File: src/rtl/iomem_gpio_pkg.sv
// iomem_gpio_pkg: shared definitions for the iomem GPIO peripheral.
// Provides the register index map, the register-index width and the
// byte-lane merge helpers used to apply iomem write strobes.
package iomem_gpio_pkg;

    localparam int unsigned REG_IDX_W = 3;
    typedef logic [REG_IDX_W-1:0] reg_idx_t;

    localparam reg_idx_t REG_OUT      = 3'd0;
    localparam reg_idx_t REG_OE       = 3'd1;
    localparam reg_idx_t REG_IN       = 3'd2;
    localparam reg_idx_t REG_IRQ_EN   = 3'd3;
    localparam reg_idx_t REG_EDGE_POL = 3'd4;
    localparam reg_idx_t REG_STATUS   = 3'd5;

    // Expand the 4-bit byte strobe into a 32-bit bit mask.
    function automatic logic [31:0] strb_mask(input logic [3:0] wstrb);
        logic [31:0] m;
        for (int i = 0; i < 4; i++) begin
            m[8*i +: 8] = {8{wstrb[i]}};
        end
        return m;
    endfunction

    // Replace the strobed byte lanes of old_val with the matching lanes of wdata.
    function automatic logic [31:0] byte_merge(input logic [31:0] old_val,
                                               input logic [31:0] wdata,
                                               input logic [3:0]  wstrb);
        logic [31:0] m;
        m = strb_mask(wstrb);
        return (old_val & ~m) | (wdata & m);
    endfunction

endpackage

File: src/rtl/iomem_gpio_if.sv
// iomem_gpio_if: PicoSoC iomem bus bundle.
//   iomem_valid  request from master
//   iomem_ready  one-cycle response pulse from slave
//   iomem_wstrb  byte write strobes (0 = read)
//   iomem_addr   byte address
//   iomem_wdata  write data
//   iomem_rdata  read data, valid while iomem_ready = 1
interface iomem_gpio_if;
    logic        iomem_valid;
    logic        iomem_ready;
    logic [3:0]  iomem_wstrb;
    logic [31:0] iomem_addr;
    logic [31:0] iomem_wdata;
    logic [31:0] iomem_rdata;

    modport master (
        output iomem_valid, iomem_wstrb, iomem_addr, iomem_wdata,
        input  iomem_ready, iomem_rdata
    );

    modport slave (
        input  iomem_valid, iomem_wstrb, iomem_addr, iomem_wdata,
        output iomem_ready, iomem_rdata
    );
endinterface

File: src/rtl/gpio_sync_edge.sv
// gpio_sync_edge: synchroniser and edge detector for asynchronous pad inputs.
//   clk, resetn  clock and synchronous active-low reset
//   pins         asynchronous inputs
//   pol          per-bit edge polarity (1 = rising, 0 = falling)
//   sync         synchronised inputs (last stage of the chain)
//   edges        combinational pulse: sync changed and now equals pol
module gpio_sync_edge #(
    parameter int unsigned WIDTH       = 32,
    parameter int unsigned SYNC_STAGES = 2
) (
    input  logic             clk,
    input  logic             resetn,
    input  logic [WIDTH-1:0] pins,
    input  logic [WIDTH-1:0] pol,
    output logic [WIDTH-1:0] sync,
    output logic [WIDTH-1:0] edges
);

    logic [WIDTH-1:0] chain_q [SYNC_STAGES];
    logic [WIDTH-1:0] prev_q;

    always_ff @(posedge clk) begin
        if (!resetn) begin
            for (int i = 0; i < SYNC_STAGES; i++) begin
                chain_q[i] <= '0;
            end
            prev_q <= '0;
        end else begin
            chain_q[0] <= pins;
            for (int i = 1; i < SYNC_STAGES; i++) begin
                chain_q[i] <= chain_q[i-1];
            end
            prev_q <= chain_q[SYNC_STAGES-1];
        end
    end

    assign sync  = chain_q[SYNC_STAGES-1];
    assign edges = (sync ^ prev_q) & ~(sync ^ pol);

endmodule

File: src/rtl/iomem_gpio.sv
// iomem_gpio: parametrised GPIO slave on the PicoSoC iomem bus.
//   clk, resetn  clock and synchronous active-low reset
//   bus          iomem slave port; decodes iomem_addr[31:24] == BASE_ADDR
//   gpio_in      asynchronous pad inputs
//   gpio_out     output data register
//   gpio_oe      output enable register (1 = drive)
//   irq          registered level interrupt, |(IRQ_STATUS & IRQ_EN)
module iomem_gpio
    import iomem_gpio_pkg::*;
#(
    parameter int unsigned WIDTH       = 32,
    parameter logic [7:0]  BASE_ADDR   = 8'h03,
    parameter int unsigned SYNC_STAGES = 2
) (
    input  logic             clk,
    input  logic             resetn,
    iomem_gpio_if.slave      bus,
    input  logic [WIDTH-1:0] gpio_in,
    output logic [WIDTH-1:0] gpio_out,
    output logic [WIDTH-1:0] gpio_oe,
    output logic             irq
);

    localparam int unsigned     ARM_W   = $clog2(SYNC_STAGES + 2);
    localparam logic [ARM_W-1:0] ARM_MAX = ARM_W'(SYNC_STAGES + 1);

    logic [WIDTH-1:0] out_q, out_d, oe_q, oe_d, en_q, en_d, pol_q, pol_d;
    logic [WIDTH-1:0] status_q, status_d;
    logic [WIDTH-1:0] sync_val, edges, set_bits;
    logic [ARM_W-1:0] arm_q, arm_d;
    logic             ready_q, irq_q, irq_d;
    logic [31:0]      rdata_q, rdata_d, rd_val, merged, clr;
    logic             hit, accept, wr, armed;
    reg_idx_t         idx;
    logic             unused_addr;

    gpio_sync_edge #(
        .WIDTH       (WIDTH),
        .SYNC_STAGES (SYNC_STAGES)
    ) u_sync_edge (
        .clk    (clk),
        .resetn (resetn),
        .pins   (gpio_in),
        .pol    (pol_q),
        .sync   (sync_val),
        .edges  (edges)
    );

    assign hit         = bus.iomem_addr[31:24] == BASE_ADDR;
    assign accept      = bus.iomem_valid && !ready_q && hit;
    assign wr          = accept && (bus.iomem_wstrb != 4'b0000);
    assign idx         = bus.iomem_addr[4:2];
    assign unused_addr = ^{bus.iomem_addr[23:5], bus.iomem_addr[1:0]};

    // Edges are masked until the sync chain and prev register hold real pin
    // values, so reset zeros never look like transitions.
    assign armed    = arm_q == ARM_MAX;
    assign arm_d    = armed ? arm_q : arm_q + 1'b1;
    assign set_bits = armed ? edges : '0;

    // Current (pre-write) value of the addressed register, zero-extended.
    always_comb begin
        rd_val = '0;
        case (idx)
            REG_OUT:      rd_val[WIDTH-1:0] = out_q;
            REG_OE:       rd_val[WIDTH-1:0] = oe_q;
            REG_IN:       rd_val[WIDTH-1:0] = sync_val;
            REG_IRQ_EN:   rd_val[WIDTH-1:0] = en_q;
            REG_EDGE_POL: rd_val[WIDTH-1:0] = pol_q;
            REG_STATUS:   rd_val[WIDTH-1:0] = status_q;
            default:      rd_val = '0;
        endcase
    end

    assign merged = byte_merge(rd_val, bus.iomem_wdata, bus.iomem_wstrb);
    assign clr    = bus.iomem_wdata & strb_mask(bus.iomem_wstrb);

    always_comb begin
        out_d    = out_q;
        oe_d     = oe_q;
        en_d     = en_q;
        pol_d    = pol_q;
        // A newly detected edge wins over a simultaneous W1C of the same bit.
        status_d = status_q | set_bits;
        if (wr) begin
            case (idx)
                REG_OUT:      out_d    = merged[WIDTH-1:0];
                REG_OE:       oe_d     = merged[WIDTH-1:0];
                REG_IRQ_EN:   en_d     = merged[WIDTH-1:0];
                REG_EDGE_POL: pol_d    = merged[WIDTH-1:0];
                REG_STATUS:   status_d = (status_q & ~clr[WIDTH-1:0]) | set_bits;
                default:      ;
            endcase
        end
        rdata_d = accept ? rd_val : rdata_q;
        irq_d   = |(status_q & en_q);
    end

    always_ff @(posedge clk) begin
        if (!resetn) begin
            out_q    <= '0;
            oe_q     <= '0;
            en_q     <= '0;
            pol_q    <= '0;
            status_q <= '0;
            arm_q    <= '0;
            ready_q  <= 1'b0;
            rdata_q  <= '0;
            irq_q    <= 1'b0;
        end else begin
            out_q    <= out_d;
            oe_q     <= oe_d;
            en_q     <= en_d;
            pol_q    <= pol_d;
            status_q <= status_d;
            arm_q    <= arm_d;
            ready_q  <= accept;
            rdata_q  <= rdata_d;
            irq_q    <= irq_d;
        end
    end

    assign bus.iomem_ready = ready_q;
    assign bus.iomem_rdata = rdata_q;
    assign gpio_out        = out_q;
    assign gpio_oe         = oe_q;
    assign irq             = irq_q;

endmodule
File: src/flat_wrapper.sv
// flat-port wrapper written by rule: the top's interface ports become plain ports
module iomem_gpio_flat import iomem_gpio_pkg::*;
#(
    parameter int unsigned WIDTH       = 32,
    parameter logic [7:0]  BASE_ADDR   = 8'h03,
    parameter int unsigned SYNC_STAGES = 2
)
  (clk, resetn, gpio_in, gpio_out, gpio_oe, irq, bus_iomem_valid, bus_iomem_wstrb, bus_iomem_addr, bus_iomem_wdata, bus_iomem_ready, bus_iomem_rdata);
  iomem_gpio_if bus_i ();
  input  logic clk;
  input  logic resetn;
  input  logic [WIDTH-1:0] gpio_in;
  output logic [WIDTH-1:0] gpio_out;
  output logic [WIDTH-1:0] gpio_oe;
  output logic irq;
  input wire logic [$bits(bus_i.iomem_valid)-1:0] bus_iomem_valid;
  input wire logic [$bits(bus_i.iomem_wstrb)-1:0] bus_iomem_wstrb;
  input wire logic [$bits(bus_i.iomem_addr)-1:0] bus_iomem_addr;
  input wire logic [$bits(bus_i.iomem_wdata)-1:0] bus_iomem_wdata;
  output wire logic [$bits(bus_i.iomem_ready)-1:0] bus_iomem_ready;
  output wire logic [$bits(bus_i.iomem_rdata)-1:0] bus_iomem_rdata;
  assign bus_i.iomem_valid = bus_iomem_valid;
  assign bus_i.iomem_wstrb = bus_iomem_wstrb;
  assign bus_i.iomem_addr = bus_iomem_addr;
  assign bus_i.iomem_wdata = bus_iomem_wdata;
  assign bus_iomem_ready = bus_i.iomem_ready;
  assign bus_iomem_rdata = bus_i.iomem_rdata;
  iomem_gpio #(.WIDTH(WIDTH), .BASE_ADDR(BASE_ADDR), .SYNC_STAGES(SYNC_STAGES)) u_core (.clk(clk), .resetn(resetn), .bus(bus_i), .gpio_in(gpio_in), .gpio_out(gpio_out), .gpio_oe(gpio_oe), .irq(irq));
endmodule
File: config.mk
export PLATFORM = sky130hd
export DESIGN_NAME = iomem_gpio_flat
export DESIGN_NICKNAME = d
export VERILOG_FILES = /design/src/rtl/iomem_gpio_pkg.sv /design/src/rtl/iomem_gpio_if.sv /design/src/rtl/gpio_sync_edge.sv /design/src/rtl/iomem_gpio.sv /design/src/flat_wrapper.sv
export SDC_FILE = /design/constraint.sdc
export NUM_CORES = 1
export LEC_CHECK = 0
export CAP_MARGIN = 0
export CORE_AREA = 5 5 210 212
export CTS_CLUSTER_SIZE = 30
export DETAILED_ROUTE_END_ITERATION = 12
export DIE_AREA = 0 0 215 217
export MAX_ROUTING_LAYER = met4
export PLACE_DENSITY_LB_ADDON = 0.15
export SYNTH_ARGS = -nofsm -noshare
export SYNTH_HDL_FRONTEND = slang
export SYNTH_HIERARCHICAL = 1
export SYNTH_SLANG_ARGS = --single-unit
File: constraint.sdc
create_clock -name clk -period 2.88 [get_ports clk]
set_clock_uncertainty 0.2 [all_clocks]
set_input_delay 0.432 -clock clk [delete_from_list [all_inputs] [get_ports clk]]
set_output_delay 0.432 -clock clk [all_outputs]
set_load 0.01 [all_outputs]
==> results of run 1 <==
cells in the mapped netlist, types with 9 or more instances:
cell type and instances:
dfxtp_1 292, and2_1 102, a32o_1 82, nand2_1 70, nand2b_1 62, clkbuf_1 51, a22oi_1 42, a21oi_1 36
mux2_2 35, buf_4 34, a311oi_1 32, o22ai_1 32, a22o_1 30, mux2i_1 29, nor2_1 27, o221ai_1 26
o211a_1 25, buf_2 23, and3_1 20, nor3_1 19, o2bb2ai_1 17, buf_1 15, nand3b_1 12, o211ai_1 11
o21ai_0 11, a211oi_1 9, buf_6 9
worst min-delay path by stage:
stage                                                       startpoint                                            to  slack (ns)  depth (start not counted)
final                     u_core/u_sync_edge/chain_q[0][28]$_SDFF_PN0_  u_core/u_sync_edge/chain_q[0][60]$_SDFF_PN0_        0.23                          1
after global routing      u_core/u_sync_edge/chain_q[0][22]$_SDFF_PN0_  u_core/u_sync_edge/chain_q[0][54]$_SDFF_PN0_        0.24                          1
after detailed placement  u_core/u_sync_edge/chain_q[0][20]$_SDFF_PN0_  u_core/u_sync_edge/chain_q[0][52]$_SDFF_PN0_        0.22                          1
after CTS                 u_core/u_sync_edge/chain_q[0][13]$_SDFF_PN0_  u_core/u_sync_edge/chain_q[0][45]$_SDFF_PN0_        0.23                          1
after floorplan            u_core/u_sync_edge/chain_q[0][0]$_SDFF_PN0_  u_core/u_sync_edge/chain_q[0][32]$_SDFF_PN0_        0.21                          1
after global placement    u_core/u_sync_edge/chain_q[0][15]$_SDFF_PN0_  u_core/u_sync_edge/chain_q[0][47]$_SDFF_PN0_        0.22                          1
through the flow:
step	TNS [ns]	hold WS [ns]	utilization	cell area [um2]	setup WS (ns)
2_1_floorplan	0	0.212	-	12500	0.258
3_3_place_gp	-22.61	0.215	0.364	15200	-0.243
3_5_place_dp	-28.85	0.219	0.364	15200	-0.281
4_1_cts	0	0.232	0.390	16300	0.253
5_1_grt	0	0.240	0.390	16300	0.112
6_report	0	0.231	0.390	16300	0.210
flip-flops by register name, indices dropped and copies added, names as in the netlist, 2 cells and up:
signal                      count
u_core/u_sync_edge/chain_q     64
u_core/u_sync_edge/prev_q      32
u_core/arm_q                    2
u_core/status_q                32
u_core/bus.iomem_rdata         32
u_core/gpio_out                32
u_core/gpio_oe                 32
u_core/en_q                    32
u_core/pol_q                   32
critical path, delay by kind of cell:
kind / cells / cell delay (ns)
buffers and inverters: 2 / 0.58
AND/OR/NAND/NOR: 4 / 1.82
layout make-up:
type / instances / area (um2) / share of cell area
diodes: 3 / 7.51 / 0.000461
clock buffers: 50 / 1010 / 0.0622
clock inverters: 11 / 62.6 / 0.00384
inverters: 7 / 26.3 / 0.00161
multi-input cells: 802 / 5910 / 0.363
flip-flops and latches: 292 / 5850 / 0.359
well taps: 539 / 674 / 0.0414
repair buffers: 281 / 2730 / 0.168
per-layer routing:
layer / share of wire / track usage / wire (um)
met1: 0.45 / 0.263 / 21300
met2: 0.45 / 0.310 / 21500
met3: 0.073 / 0.0491 / 3480
met4: 0.029 / 0.0610 / 1380
met5: 0 / - / 0
cell families (layout without fill, tap and decap cells):
group	count (synthesis)	after routing	synth area share
adders and majority gates	1	1	0.00100
other	0	3	0
xor gates and xnor gates	1	1	0.000702
DFF	292	292	0.469
buffers and inverters	139	349	0.0598
and+or+nand+nor	343	343	0.154
AOI/OAI and AO/OA	391	391	0.258
muxes	66	66	0.0585
power by group through the flow:
stage	registers, mW	clock network (mW)	logic [mW]
after detailed placement	4.24	0	0.692
after global placement	4.24	0	0.688
after floorplan	4.22	0	0.367
after global routing	4.15	4.43	0.741
after CTS	4.15	4.27	0.695
final	4.15	4.16	0.697
==> results.yml, run 1 <==
clock_tree:
  ctsResizeCount: 0
  clk_path_buf_depth: 3
  clk_pin_slew_ns: 0.06
  clk_latency_ns: 0.52
  cts_tree: "built"
  post_cts_buffers: 0
  clock-sinks: 292
  cts_max_level: 2
  numCtsBuffers: 34
  cts_root_buf: "clkbuf_16"
  cts_hold_buf: 0
power:
  max-vdd-ir-drop_mv: 0.292
  p_int_mw: 6.84
  power_mw: 9.01
  p_per_area_nw_per_um2: 553
  pwr-share-seq: 0.461
  power.leakage_nw: 6.12
  p_sw_frac: 0.241
  switching_power_mw: 2.17
  combPwrFrac: 0.077
  p_clk_frac: 0.462
setup_path:
  reg2reg_depth: 7
  r2r_slack_ns: 0.55
  arrival_ns: 2.84
  reg2reg_to: "u_core/status_q[10]$_SDFF_PN0_"
  worst_path_max_delay_cell: "or4_1"
  startpoint: "bus_iomem_addr[27]"
  critPathMaxStageDelay_ns: 0.65
  required_ns: 3.05
  critPathKind: "in -> reg"
  r2r_start: "u_core/bus.iomem_ready$_SDFF_PN0_"
  timing.critical_path.fanout_max: 6
  cp-endpoint: "u_core/bus.iomem_rdata[19]$_SDFFE_PN0P_"
  cp_cell_sequence: "clkdlybuf4s50_1 > or4_1 > or4_4 > buf_4 > nor4_1 > nor3_1"
  start_kind: "input pin"
  end_kind: "flip-flop"
drt:
  drc: 0
  antenna_left: 0
  routed_via_density: 5.48
  wire_per_inst_um: 24.0
  drt-pass1-iter-count: 5
  totalWireLength_mm: 47.7
  drtIter0Drc: 904
  num_vias: 10900
floorplanning:
  die_x_um: 215
  coreArea_um2: 41800
  rows: 75
  ioPinCount: 201
  die_h_um: 217
  start_util: 0.299
  die-area_um2: 46700
sta:
  period_share: 0.927
  fmax_mhz: 375
  hold_violations: 0
  setup_violations: 0
  final.min_clock_period_ns: 2.67
  rsz0062_at_grt: "no"
  slew_viol_final: 0
  max-slew-margin-rel: 0.422
  worst_pin_slew_ns: 0.860
global_route:
  overflow: 0
  grt_pass1_vias: 10600
  grt_pass1_wl_mm: 69.7
  grt_max_degree: 135
  track_usage: 0.201
  antenna_found_initial: 5
synth:
  synth_edf_count: 0
  synth_top_cell_by_area: "dfxtp_1"
  synth-main-ff-cell: "dfxtp_1"
  yosysTopAreaCellShare: 0.469
  syn_nets: 1337
  synthTopCellsByArea: "dfxtp_1, a32o_1, and2_1"
  async_flop_share: 0
  syn_inst: 1233
  synth_warnings: 6
  synth_area_per_cell_um2: 10.1
  ys_seq_area_frac: 0.469
  syn_area_um2: 12500
  ys_ff_latch: 292
  synthDistinctLibCells: 56
finish:
  final_cells: 1985
  final_nets: 1522
  final_common_cell: "dfxtp_1"
  layout_common_cells: "dfxtp_1, clkdlybuf4s50_1, and2_1"
  drive_gt1_frac: 0.150
  n_fill_cell: 4101
  area_growth_syn_to_layout_pct: 30.5
placement:
  place.gp.congestion: 0.878
  hpwl_mm: 33.5
  dpl.cell_count: 1921
  io_buffers: 179
worst_hold_path:
  hold_path_class: "reg -> reg"
outcome:
  status: "complete, no violations"
flow_run:
  max-cap-violations: 0
No activity file was read; power rests on OpenSTA's default activity.
==> run 2, diff against run 1 <==
==> constraint.sdc (replaced) <==
create_clock -name clk -period 2.2 [get_ports clk]
set_clock_uncertainty 0.2 [all_clocks]
set_input_delay 0.33 -clock clk [delete_from_list [all_inputs] [get_ports clk]]
set_output_delay 0.33 -clock clk [all_outputs]
set_load 0.01 [all_outputs]
==> results.yml, run 2 (synthesis gave the netlist of run 1 again) <==
outcome:
  status: "complete, no violations"
clock_tree:
  cts_root_buf: "clkbuf_16"
  cts_max_level: 2
  clk_pin_slew_ns: 0.06
  numCtsBuffers: 35
  cts_tree: "built"
  clk_latency_ns: 0.51
  clock-sinks: 292
  clk_path_buf_depth: 3
  cts_hold_buf: 0
finish:
  drive_gt1_frac: 0.208
  final_cells: 2069
  final_nets: 1611
  layout_common_cells: "dfxtp_1, clkdlybuf4s50_1, buf_4"
  area_growth_syn_to_layout_pct: 37.7
  top_register: "u_core/u_sync_edge/chain_q"
  n_fill_cell: 4040
  n_antenna_cell: 0
  seq_area_um2: 5850
  multiInputGateArea_um2: 6050
  largest_reg_flops: 64
  final_common_cell: "dfxtp_1"
setup_path:
  start_kind: "input pin"
  r2r_slack_ns: 0.08
  reg2reg_depth: 6
  reg2reg_to: "u_core/en_q[29]$_SDFFE_PN0P_"
  arrival_ns: 2.36
  required_ns: 2.41
  critPathKind: "in -> reg"
  r2r_start: "u_core/bus.iomem_ready$_SDFF_PN0_"
  timing.critical_path.fanout_max: 4
  end_kind: "flip-flop"
drt:
  antenna_left: 0
  drc: 0
  drt-pass1-iter-count: 5
  num_vias: 11400
  wire_per_inst_um: 24.1
  routed_via_density: 5.49
  drtIter0Drc: 843
  totalWireLength_mm: 49.9
floorplanning:
  coreArea_um2: 41800
  die_h_um: 217
  die_x_um: 215
  start_util: 0.299
  die-area_um2: 46700
  rows: 75
  ioPinCount: 201
global_route:
  grt_pass1_vias: 11200
  track_usage: 0.211
  grt_max_degree: 76
  overflow: 0
  antenna_found_initial: 0
  grt_pass1_wl_mm: 73.0
sta:
  period_share: 0.978
  fmax_mhz: 465
  setup_violations: 0
  rsz0062_at_grt: "no"
  worst_pin_slew_ns: 1.06
  whs_ns: 0.164
  slew_viol_final: 0
  max-slew-margin-rel: 0.293
  final.min_clock_period_ns: 2.15
  hold_violations: 0
placement:
  place.gp.congestion: 0.851
  dpl.cell_count: 1996
  io_buffers: 179
  hpwl_mm: 34.7
power:
  power.leakage_nw: 6.61
  p_per_area_nw_per_um2: 700
  max-vdd-ir-drop_mv: 0.397
worst_hold_path:
  worstHoldStart: "resetn"
  hold_end: "u_core/u_sync_edge/chain_q[0][53]$_SDFF_PN0_"
  hold_path_class: "in -> reg"
  hold_depth: 3
flow_run:
  max-cap-violations: 0
==> run 2: where the power goes <==
part | leakage, nW | switching (mW) | internal (mW)
logic | 3.71 | 0.570 | 0.434
clock network | 0.535 | 2.26 | 3.33
registers | 2.37 | 0.0562 | 5.37
total | 6.61 | 2.88 | 9.13
==> run 2: critical path: stages <==
cell and delay, ns:
clkbuf_2 0.08, or4_4 0.57, buf_6 0.16, or4_4 0.51, buf_8 0.15, buf_6 0.13, o211a_1 0.22, a31o_2 0.21
==> run 2: timing repair <==
action	in CTS	in global routing
gates cloned	4	0
setup endpoints to repair	185	149
pin swaps	3	4
setup buffers	8	2
gates resized for setup	30	11
==> run 2: area by class of cell <==
cell class,instances,area share
multi-input cells,805,0.352
repair buffers,366,0.203
clock inverters,9,0.00459
well taps,539,0.0393
clock buffers,51,0.0593
flip-flops and latches,292,0.340
inverters,7,0.00153
==> run 2: how the worst max path moves through the flow <==
stage | from | to | slack, ns | cells after the start
2_1_floorplan | bus_iomem_addr[27] | u_core/gpio_oe[31]$_SDFFE_PN0P_ | -0.25 | 7
3_3_place_gp | bus_iomem_addr[27] | u_core/bus.iomem_rdata[19]$_SDFFE_PN0P_ | -0.85 | 6
3_5_place_dp | bus_iomem_addr[27] | u_core/bus.iomem_rdata[19]$_SDFFE_PN0P_ | -0.85 | 6
4_1_cts | u_core/bus.iomem_ready$_SDFF_PN0_ | u_core/gpio_out[23]$_SDFFE_PN0P_ | 0.005 | 7
5_1_grt | u_core/bus.iomem_ready$_SDFF_PN0_ | u_core/gpio_out[4]$_SDFFE_PN0P_ | 0.02 | 8
6_report | bus_iomem_addr[29] | u_core/pol_q[30]$_SDFFE_PN0P_ | 0.05 | 8
==> run 2: stage by stage <==
step	TNS, ns	instance area, um2	util	worst slack (ns)	total power, mW
after floorplan	-21.67	12500	-	-0.253	6.01
after global placement	-121.23	15800	0.379	-0.851	6.51
after detailed placement	-127.31	15800	0.379	-0.849	6.52
after CTS	0	17100	0.411	0.00460	12.2
after global routing	0	17200	0.411	0.0209	12.4
final	0	17200	0.411	0.0476	12.0
==> run 2: layer usage <==
layer	global-route usage	part of all wire	wire length [um]
met1	0.279	0.45	22200
met2	0.334	0.46	22800
met3	0.0420	0.070	3490
met4	0.0593	0.028	1410
met5	-	0	0
==> run 3, diff against run 2 <==
--- a/config.mk
+++ b/config.mk
@@ -7,6 +7,7 @@
 export LEC_CHECK = 0
 export CAP_MARGIN = 0
 export CORE_AREA = 5 5 210 212
+export CTS_CLUSTER_DIAMETER = 200
 export CTS_CLUSTER_SIZE = 30
 export DETAILED_ROUTE_END_ITERATION = 12
 export DIE_AREA = 0 0 215 217
==> results.yml, run 3 (synthesis gave the netlist of run 1 again) <==
outcome:
  status: "finished with violations"
  violations: "setup timing"
setup_path:
  cp_cell_sequence: "nand4b_1 > or4_4 > buf_6 > or3_4 > o31ai_2"
  required_ns: 2.45
  cpLargestDelayFamily: "simple AND/OR/NAND/NOR gates"
  start_kind: "flip-flop"
  timing.critical_path.fanout_max: 5
  end_kind: "flip-flop"
  arrival_ns: 2.50
  critPathMaxStageDelay_ns: 0.68
  critPathKind: "reg -> reg"
  worst_path_max_delay_cell: "or4_4"
  cp.buffers_inverters: 1
power:
  p_per_area_nw_per_um2: 561
  power_mw: 9.27
  max-vdd-ir-drop_mv: 0.397
  power.leakage_nw: 6.26
finish:
  final_common_cell: "dfxtp_1"
  final_cells: 2021
  area_growth_syn_to_layout_pct: 32.3
  n_antenna_cell: 0
  utilization: 0.395
  drive_gt1_frac: 0.194
  layout_common_cells: "dfxtp_1, clkdlybuf4s50_1, buf_4"
  final_nets: 1587
  postLayoutCellArea_um2: 16500
  n_fill_cell: 4071
  largest_reg_flops: 64
  top_register: "u_core/u_sync_edge/chain_q"
drt:
  num_vias: 11200
  drc: 0
  routed_via_density: 5.52
  antenna_left: 0
  drt-pass1-iter-count: 5
  drtIter0Drc: 797
  totalWireLength_mm: 49.2
  wire_per_inst_um: 24.3
global_route:
  grt_pass1_wl_mm: 70.9
  grt.met1_usage: 0.273
  antenna_found_initial: 0
  grt_max_degree: 75
  track_usage: 0.204
  overflow: 0
  use_met2: 0.324
  use_met3: 0.0342
  grt_pass1_vias: 10900
  grt-busiest-layer: "met2"
sta:
  hold_violations: 0
  slew_viol_final: 0
  rsz0062_at_grt: "yes"
  whs_ns: 0.150
  setup_tns_ns: -1.39
  period_share: 1.02
  final.min_clock_period_ns: 2.25
  setup_slack_ns: -0.0536
  max-slew-margin-rel: 0.332
  worst_pin_slew_ns: 0.998
  fmax_mhz: 444
  setup_violations: 74
floorplanning:
  ioPinCount: 201
  rows: 75
  die_x_um: 215
  start_util: 0.299
  die-area_um2: 46700
  die_h_um: 217
  coreArea_um2: 41800
placement:
  io_buffers: 179
  pre_cts_ws_ns: -0.849
  dpl.cell_count: 1996
  postPlaceCellArea_um2: 15800
  place.gp.congestion: 0.851
  hpwl_mm: 34.7
clock_tree:
  cts_tree: "built"
  clock-sinks: 292
  clk_pin_slew_ns: 0.12
  clk_path_buf_depth: 3
  cts_max_level: 1
  numCtsBuffers: 13
  clk_latency_ns: 0.52
  cts_root_buf: "clkbuf_16"
flow_run:
  max-cap-violations: 0
worst_hold_path:
  hold_path_class: "in -> reg"
run 3: cell type report:
| type | count | area (um2) | share of cell area |
|---|---|---|---|
| Inverter | 7 | 26.3 | 0.00159 |
| Clock buffer | 13 | 325 | 0.0197 |
| Tap cell | 539 | 674 | 0.0409 |
| Timing Repair Buffer | 365 | 3510 | 0.213 |
| Sequential cell | 292 | 5850 | 0.354 |
| Clock inverter | 1 | 8.76 | 0.000531 |
| Multi-Input combinational cell | 804 | 6120 | 0.371 |
run 3: path summary, 6_finish.rpt:
kind                            slack, ns  cells after the start                                   startpoint                                           end
worst min-delay path                 0.15                      3                                       resetn  u_core/u_sync_edge/chain_q[0][53]$_SDFF_PN0_
worst min register to register       0.23                      1  u_core/u_sync_edge/chain_q[0][5]$_SDFF_PN0_  u_core/u_sync_edge/chain_q[0][37]$_SDFF_PN0_
worst max register to register      -0.05                      5            u_core/bus.iomem_ready$_SDFF_PN0_                  u_core/en_q[29]$_SDFFE_PN0P_
worst max-delay path                -0.05                      5            u_core/bus.iomem_ready$_SDFF_PN0_                  u_core/en_q[29]$_SDFFE_PN0P_
run 3: layer usage:
layer / part of all wire / up-vias
li1: - / 5161
met1: 0.44 / 5500
met2: 0.46 / 428
met3: 0.073 / 65
met4: 0.027 / 0
met5: 0 / -
run 3: repair_timing:
action	in CTS	in global routing
setup endpoints to repair	184	161
hold buffers	0	0
gates cloned	2	4
resized for setup	24	29
setup buffers	1	4
endpoints found under the hold margin	0	0
pin swaps	5	37
run 3: power by group:
part	total [mW]	internal, mW	leakage, nW	switching, mW
clock network	2.84	1.09	0.165	1.75
registers	5.43	5.37	2.37	0.0561
logic	1.00	0.434	3.72	0.569
total	9.27	6.89	6.26	2.37
run 3: tightest hold or removal path, stage by stage:
cell and delay, ns:
buf_4 0.13, buf_12 0.19, and2_1 0.17
